<file path="src/rtl/monitor_host_link.sv">
// monitor_host_link: host-side initiator for the UART debug-monitor protocol.
// Sends one command byte (8N1, LSB first) on tx_o, then collects RESP_BYTES
// response bytes from rx_i and presents them as one 32-bit word.
// Optional response timeout: define MONITOR_HOST_TIMEOUT_EN to compile it in.
module monitor_host_link #(
    parameter int unsigned CLKS_PER_BIT   = 868,
    parameter int unsigned RESP_BYTES     = 4,
    parameter int unsigned TIMEOUT_CYCLES = 1_000_000
) (
    input  logic        clk_i,
    input  logic        rst_n,
    input  logic        cmd_valid_i,
    input  logic [7:0]  cmd_byte_i,
    output logic        cmd_ready_o,
    output logic        tx_o,
    input  logic        rx_i,
    output logic        resp_valid_o,
    output logic [31:0] resp_data_o,
    output logic        resp_err_o,
    output logic        busy_o
);

    localparam int unsigned CW = (CLKS_PER_BIT > 1) ? $clog2(CLKS_PER_BIT) : 1;
    localparam logic [CW-1:0] BIT_LAST  = CW'(CLKS_PER_BIT - 1);
    localparam logic [CW-1:0] HALF_LAST = CW'(CLKS_PER_BIT / 2 - 1);
    localparam logic [2:0]    LAST_BYTE = 3'(RESP_BYTES - 1);
    localparam logic [2:0]    BYTES_MAX = 3'(RESP_BYTES);

    // Elaboration-time parameter sanity checks
    if (CLKS_PER_BIT < 4) begin : g_bad_cpb
        $error("CLKS_PER_BIT must be at least 4");
    end
    if (RESP_BYTES < 1 || RESP_BYTES > 4) begin : g_bad_resp
        $error("RESP_BYTES must be in 1..4");
    end
    if (TIMEOUT_CYCLES < 1) begin : g_bad_to
        $error("TIMEOUT_CYCLES must be at least 1");
    end

    typedef enum logic [1:0] {
        IDLE,
        SEND,
        WAIT_RESP
    } state_t;

    state_t          state_q;
    logic [7:0]      cmd_q;
    logic            tx_q;
    logic [CW-1:0]   clk_cnt_q;
    logic [3:0]      bit_q;
    logic            rx_s1_q;
    logic            rx_s2_q;
    logic            rx_prev_q;
    logic            rx_active_q;
    logic [7:0]      rx_byte_q;
    logic [2:0]      byte_idx_q;
    logic [31:0]     shadow_q;
    logic [31:0]     resp_data_q;
    logic            resp_valid_q;
    logic            resp_err_q;
    logic [31:0]     asm_word_d;
`ifdef MONITOR_HOST_TIMEOUT_EN
    localparam logic [31:0] TO_LAST = 32'(TIMEOUT_CYCLES - 1);
    logic [31:0]     to_cnt_q;
`endif

    assign cmd_ready_o  = (state_q == IDLE);
    assign busy_o       = ~cmd_ready_o;
    assign tx_o         = tx_q;
    assign resp_valid_o = resp_valid_q;
    assign resp_err_o   = resp_err_q;
    assign resp_data_o  = resp_data_q;

    // Two-flop synchronizer for rx_i plus a delayed copy for falling-edge detection
    always_ff @(posedge clk_i or negedge rst_n) begin
        if (!rst_n) begin
            rx_s1_q   <= 1'b1;
            rx_s2_q   <= 1'b1;
            rx_prev_q <= 1'b1;
        end else begin
            rx_s1_q   <= rx_i;
            rx_s2_q   <= rx_s1_q;
            rx_prev_q <= rx_s2_q;
        end
    end

    // Shadow word with the just-received byte merged into its slot
    always_comb begin
        asm_word_d = shadow_q;
        for (int unsigned i = 0; i < RESP_BYTES; i++) begin
            if (byte_idx_q == 3'(i)) begin
                asm_word_d[8*i +: 8] = rx_byte_q;
            end
        end
    end

    // Top FSM: command serializer, response deserializer and registered outputs
    always_ff @(posedge clk_i or negedge rst_n) begin
        if (!rst_n) begin
            state_q      <= IDLE;
            cmd_q        <= '0;
            tx_q         <= 1'b1;
            clk_cnt_q    <= '0;
            bit_q        <= '0;
            rx_active_q  <= 1'b0;
            rx_byte_q    <= '0;
            byte_idx_q   <= '0;
            shadow_q     <= '0;
            resp_data_q  <= '0;
            resp_valid_q <= 1'b0;
            resp_err_q   <= 1'b0;
`ifdef MONITOR_HOST_TIMEOUT_EN
            to_cnt_q     <= '0;
`endif
        end else begin
            resp_valid_q <= 1'b0;
            resp_err_q   <= 1'b0;
            case (state_q)
                IDLE: begin
                    if (cmd_valid_i) begin
                        cmd_q     <= cmd_byte_i;
                        tx_q      <= 1'b0;
                        clk_cnt_q <= '0;
                        bit_q     <= '0;
                        state_q   <= SEND;
                    end
                end

                SEND: begin
                    // bit_q: 0 = start, 1..8 = data, 9 = stop
                    if (clk_cnt_q == BIT_LAST) begin
                        clk_cnt_q <= '0;
                        if (bit_q == 4'd9) begin
                            tx_q        <= 1'b1;
                            bit_q       <= '0;
                            byte_idx_q  <= '0;
                            shadow_q    <= '0;
                            rx_active_q <= 1'b0;
`ifdef MONITOR_HOST_TIMEOUT_EN
                            to_cnt_q    <= '0;
`endif
                            state_q     <= WAIT_RESP;
                        end else begin
                            bit_q <= bit_q + 4'd1;
                            tx_q  <= (bit_q == 4'd8) ? 1'b1 : cmd_q[bit_q[2:0]];
                        end
                    end else begin
                        clk_cnt_q <= clk_cnt_q + 1'b1;
                    end
                end

                WAIT_RESP: begin
`ifdef MONITOR_HOST_TIMEOUT_EN
                    if (to_cnt_q == TO_LAST) begin
                        resp_err_q  <= 1'b1;
                        rx_active_q <= 1'b0;
                        state_q     <= IDLE;
                    end else begin
                        to_cnt_q <= to_cnt_q + 32'd1;
`else
                    begin
`endif
                        if (!rx_active_q) begin
                            if (rx_prev_q && !rx_s2_q) begin
                                rx_active_q <= 1'b1;
                                clk_cnt_q   <= '0;
                                bit_q       <= '0;
                            end
                        end else if (bit_q == 4'd0) begin
                            // Mid-start sample; a high line here was only a glitch
                            if (clk_cnt_q == HALF_LAST) begin
                                clk_cnt_q <= '0;
                                if (rx_s2_q) begin
                                    rx_active_q <= 1'b0;
                                end else begin
                                    bit_q <= 4'd1;
                                end
                            end else begin
                                clk_cnt_q <= clk_cnt_q + 1'b1;
                            end
                        end else if (clk_cnt_q == BIT_LAST) begin
                            clk_cnt_q <= '0;
                            if (bit_q == 4'd9) begin
                                rx_active_q <= 1'b0;
                                bit_q       <= '0;
                                if (!rx_s2_q) begin
                                    resp_err_q <= 1'b1;
                                    state_q    <= IDLE;
                                end else if (byte_idx_q == LAST_BYTE) begin
                                    resp_data_q  <= asm_word_d;
                                    resp_valid_q <= 1'b1;
                                    state_q      <= IDLE;
                                end else begin
                                    shadow_q <= asm_word_d;
                                    if (byte_idx_q != BYTES_MAX) begin
                                        byte_idx_q <= byte_idx_q + 3'd1;
                                    end
`ifdef MONITOR_HOST_TIMEOUT_EN
                                    to_cnt_q <= '0;
`endif
                                end
                            end else begin
                                rx_byte_q <= {rx_s2_q, rx_byte_q[7:1]};
                                bit_q     <= bit_q + 4'd1;
                            end
                        end else begin
                            clk_cnt_q <= clk_cnt_q + 1'b1;
                        end
                    end
                end

                default: state_q <= IDLE;
            endcase
        end
    end

endmodule
</file>
<file path="config.mk">
export PLATFORM = sky130hd
export DESIGN_NAME = monitor_host_link
export DESIGN_NICKNAME = d
export VERILOG_FILES = /design/src/rtl/monitor_host_link.sv
export SDC_FILE = /design/constraint.sdc
export NUM_CORES = 1
export LEC_CHECK = 0
export ABC_AREA = 1
export CAP_MARGIN = 20
export CORE_ASPECT_RATIO = 0.5
export CORE_UTILIZATION = 34
export DETAILED_ROUTE_END_ITERATION = 6
export PLACE_DENSITY = 0.55
export SLEW_MARGIN = 20
export SYNTH_ARGS = -nofsm -noshare
export SYNTH_HDL_FRONTEND = slang
export SYNTH_SLANG_ARGS = --single-unit
export TNS_END_PERCENT = 5
</file>
<file path="constraint.sdc">
create_clock -name clk_i -period 1.8 [get_ports clk_i]
set_input_delay 0.18 -clock clk_i [delete_from_list [all_inputs] [get_ports clk_i]]
set_output_delay 0.18 -clock clk_i [all_outputs]
set_load 0.005 [all_outputs]
</file>
==> results.sh <==
export IMPL_maxClockFrequency_mhz=562
export IMPL_detail_route_first_pass_iterations=5
export IMPL_routed_wire_length_per_instance_um=13.3
export IMPL_initial_antenna_violation_count=0
export IMPL_clock_buffer_depth=2
export IMPL_clk_pin_slew_ps=70
export IMPL_post_synth_main_area_contributors="sky130_fd_sc_hd__dfrtp_1 (45%), sky130_fd_sc_hd__o21ai_2 (9.6%), sky130_fd_sc_hd__nand2_1 (6.9%)"
export IMPL_fp_dieW_um=186
export IMPL_cts_htree_levels=3
export IMPL_pwr_density_cell_nw_per_um2=909
export IMPL_via_per_inst=4.59
export IMPL_ys_warnings_count=0
export IMPL_post_synth_top_area_cell="sky130_fd_sc_hd__dfrtp_1"
export IMPL_worst_r2r_startpoint="bit_q[0]"
export IMPL_final_period_utilization=0.988
export IMPL_post_place_ws_ps=-17.1
export IMPL_timing_clock_skew_ps=11.2
export IMPL_critical_path_peak_fanout=23
export IMPL_grt_use_total=0.153
export IMPL_min_delay_path_class="input pin to register"
export IMPL_setup_total_negative_slack_ps=0
export IMPL_die_h_um=93.8
export IMPL_final_hold_worst_slack_ps=229
export IMPL_vdd_drop_max_uv=610
export IMPL_globalRouteMet3Util=0.0306
export IMPL_final_cell_count_no_fill=981
export IMPL_start_util=0.349
export IMPL_cells_after_synthesis=632
export IMPL_clock_sinks=106
export IMPL_final_setup_worst_slack_ps=22.2
export IMPL_grt_pass1_wl_um=21000
export IMPL_syn_area_per_cell_um2=9.06
export IMPL_num_antenna_cells=0
export IMPL_grt_start_max_net_pins=50
export IMPL_routed_wirelength_um=13100
export IMPL_first_iter_violations=201
export IMPL_met1_usage=0.208
export IMPL_grt_util_met2=0.252
export IMPL_critical_path_arrival_ps=2020
export IMPL_worst_slew_margin_rel=0.721
export IMPL_timing_hold_worst_path_depth=1
export IMPL_fin_nets=775
export IMPL_share_of_final_layout_standard_cells_stronger_than_drive_strength_1=0.390
export IMPL_synth_seq_cells=106
export IMPL_worst_hold_path_endpoint="rx_s1_q"
export IMPL_place_detailed_instances=952
export IMPL_ctsRootBufferMaster="sky130_fd_sc_hd__clkbuf_16"
export IMPL_synthDistinctLibCells=40
export IMPL_detailedPlacementHpwl_um=8840
export IMPL_yosysSeqAreaShare=0.464
export IMPL_critical_path_reg2reg_endpoint="resp_data_o[26]"
export IMPL_portBuffers=48
export IMPL_cts_buffers=9
export IMPL_pin_count=49
export IMPL_globalRoute_busiestLayer="met2"
export IMPL_antenna_left=0
export IMPL_startpoint_type="register"
export IMPL_timing_max_transition_violations_final=0
export IMPL_timing_critical_path_required_ps=2040
export IMPL_synthesis_area_um2=5730
export IMPL_synth_commonest_cells="sky130_fd_sc_hd__nand2_1 (105), sky130_fd_sc_hd__dfrtp_1 (102), sky130_fd_sc_hd__o21ai_2 (63), sky130_fd_sc_hd__nand2_2 (51), sky130_fd_sc_hd__nor2_1 (49)"
export IMPL_die_footprint_um2=17400
export IMPL_finalSetupViolations=0
export IMPL_worst_setup_path_type="register to register"
export IMPL_grt_overflow_total=0
export IMPL_worstSetupEndpointType="register"
export IMPL_area_growth_synth_to_final_pct=31.9
export IMPL_num_rows=33
export IMPL_gp_congestion=0.848
export IMPL_finalWorstPathRequiredPeriod_ps=1780
export IMPL_synth_enable_flop_cells=0
export IMPL_regToRegSetupSlack_ps=20
export IMPL_drc_errors=0
export IMPL_via_count_of_the_first_global_routing_pass=4294
export IMPL_vias=4500
export IMPL_max_slew_worst_pin_slew_ps=418
export IMPL_core_area_um2=16400
export IMPL_hp_start="rx_i"
export IMPL_fillerInstances=1607
export IMPL_r2r_worst_path_cells=9
export IMPL_final_hold_viol_count=0
export IMPL_worst_skew_pair_late_latency_ps=360
export IMPL_rsz_0062_raised_after_global_routing="yes"
export IMPL_static_leakage_power_nw=3.32
export IMPL_cts_tree="done"
export IMPL_ys_flop_type="sky130_fd_sc_hd__dfrtp_1"
export IMPL_post_synth_top_count_cell="sky130_fd_sc_hd__nand2_1"
export IMPL_outcome="complete, no violations"
export IMPL_synthDominantCellAreaShare=0.446
export IMPL_maxCapViolCount=0
export IMPL_asyncSetResetFlopFracSynth=1.00
export IMPL_synth_nets=658
-- cell type report --
| type | count | area (um2) | area share |
|---|---|---|---|
| clock inverter | 6 | 98.8 | 0.0131 |
| multi-input combinational | 443 | 2730 | 0.361 |
| clock buffer | 10 | 229 | 0.0303 |
| timing repair buffer | 132 | 1340 | 0.178 |
| inverter | 57 | 218 | 0.0288 |
| tap | 227 | 284 | 0.0376 |
| sequential | 106 | 2660 | 0.352 |
-- sequential cells by signal, summed over array words and instances, names as in the netlist --
signal / count
resp_data_o: 32
shadow_q: 32
clk_cnt_q: 10
cmd_q: 8
rx_byte_q: 8
bit_q: 4
byte_idx_q: 3
state_q: 2
resp_err_o: 1
resp_valid_o: 1
rx_active_q: 1
rx_prev_q: 1
rx_s1_q: 1
rx_s2_q: 1
tx_o: 1
-- power by group --
part	switching [mW]	internal, mW	leakage (nW)	total (mW)
logic	1.15	0.868	1.73	2.02
clock network	0.960	1.24	0.157	2.20
registers	0.100	2.54	1.44	2.65
total	2.21	4.66	3.32	6.87
-- repair_timing --
action	4_1_cts	5_1_grt
hold buffers	1	0
cloned	0	5
buffers inserted	1	6
gates resized for setup	6	27
endpoints found under the setup margin	7	82
endpoints found under the hold margin	24	0
pin swaps	0	5
-- logic make-up (layout without fill, tap and decap cells) --
| group | Yosys count | count (layout) | share of synthesized area |
|---|---|---|---|
| muxes | 8 | 8 | 0.0153 |
| xor gates and xnor gates | 2 | 2 | 0.00306 |
| adders and majority gates | 14 | 14 | 0.0306 |
| and+or+nand+nor | 286 | 286 | 0.249 |
| AOI/OAI and AO/OA | 133 | 133 | 0.163 |
| buffers and inverters | 83 | 205 | 0.0751 |
| DFF | 106 | 106 | 0.464 |
-- how the worst max path moves through the flow --
stage,from,end
finish,bit_q[0],resp_data_o[26]
global route,bit_q[1],resp_data_o[26]
CTS,state_q[1],cmd_ready_o
detailed placement,bit_q[0],resp_data_o[26]
global placement,bit_q[0],resp_data_o[28]
floorplan,byte_idx_q[0],byte_idx_q[0]
-- critical path, stage by stage (launching register included) --
cell	delay, ps
sky130_fd_sc_hd__dfrtp_2	430
sky130_fd_sc_hd__inv_1	70
sky130_fd_sc_hd__ha_1	240
sky130_fd_sc_hd__nand2_2	110
sky130_fd_sc_hd__nand2_2	90
sky130_fd_sc_hd__nor3_4	210
sky130_fd_sc_hd__nand2_4	170
sky130_fd_sc_hd__buf_12	210
sky130_fd_sc_hd__nand2_1	60
sky130_fd_sc_hd__o21ai_1	60
-- cells in the final DEF, fill, tap and decap left out, types with 12 or more instances in the layout --
master	instances
sky130_fd_sc_hd__nor2_1	47
sky130_fd_sc_hd__buf_12	13
sky130_fd_sc_hd__nand2_2	53
sky130_fd_sc_hd__or2_2	33
sky130_fd_sc_hd__dfrtp_1	101
sky130_fd_sc_hd__o21ai_2	63
sky130_fd_sc_hd__nand3_1	25
sky130_fd_sc_hd__a21oi_1	30
sky130_fd_sc_hd__inv_1	45
sky130_fd_sc_hd__clkbuf_16	12
sky130_fd_sc_hd__nand2_1	100
sky130_fd_sc_hd__o21ai_0	19
sky130_fd_sc_hd__buf_4	65
sky130_fd_sc_hd__clkdlybuf4s50_1	45
-- through the flow --
| step | instance area [um2] | power, mW | util |
|---|---|---|---|
| after floorplan | 5730 | 3.78 | - |
| after global placement | 6960 | 4.61 | 0.424 |
| after detailed placement | 6960 | 4.64 | 0.424 |
| after CTS | 7320 | 6.91 | 0.446 |
| after global routing | 7560 | 7.28 | 0.460 |
| final | 7560 | 6.87 | 0.460 |
-- metal layers --
layer,share of wire,wire (um)
met5,0,0
met4,0.0075,98
met3,0.021,273
met2,0.46,5960
met1,0.52,6740
No activity file was read; power rests on OpenSTA's default activity.
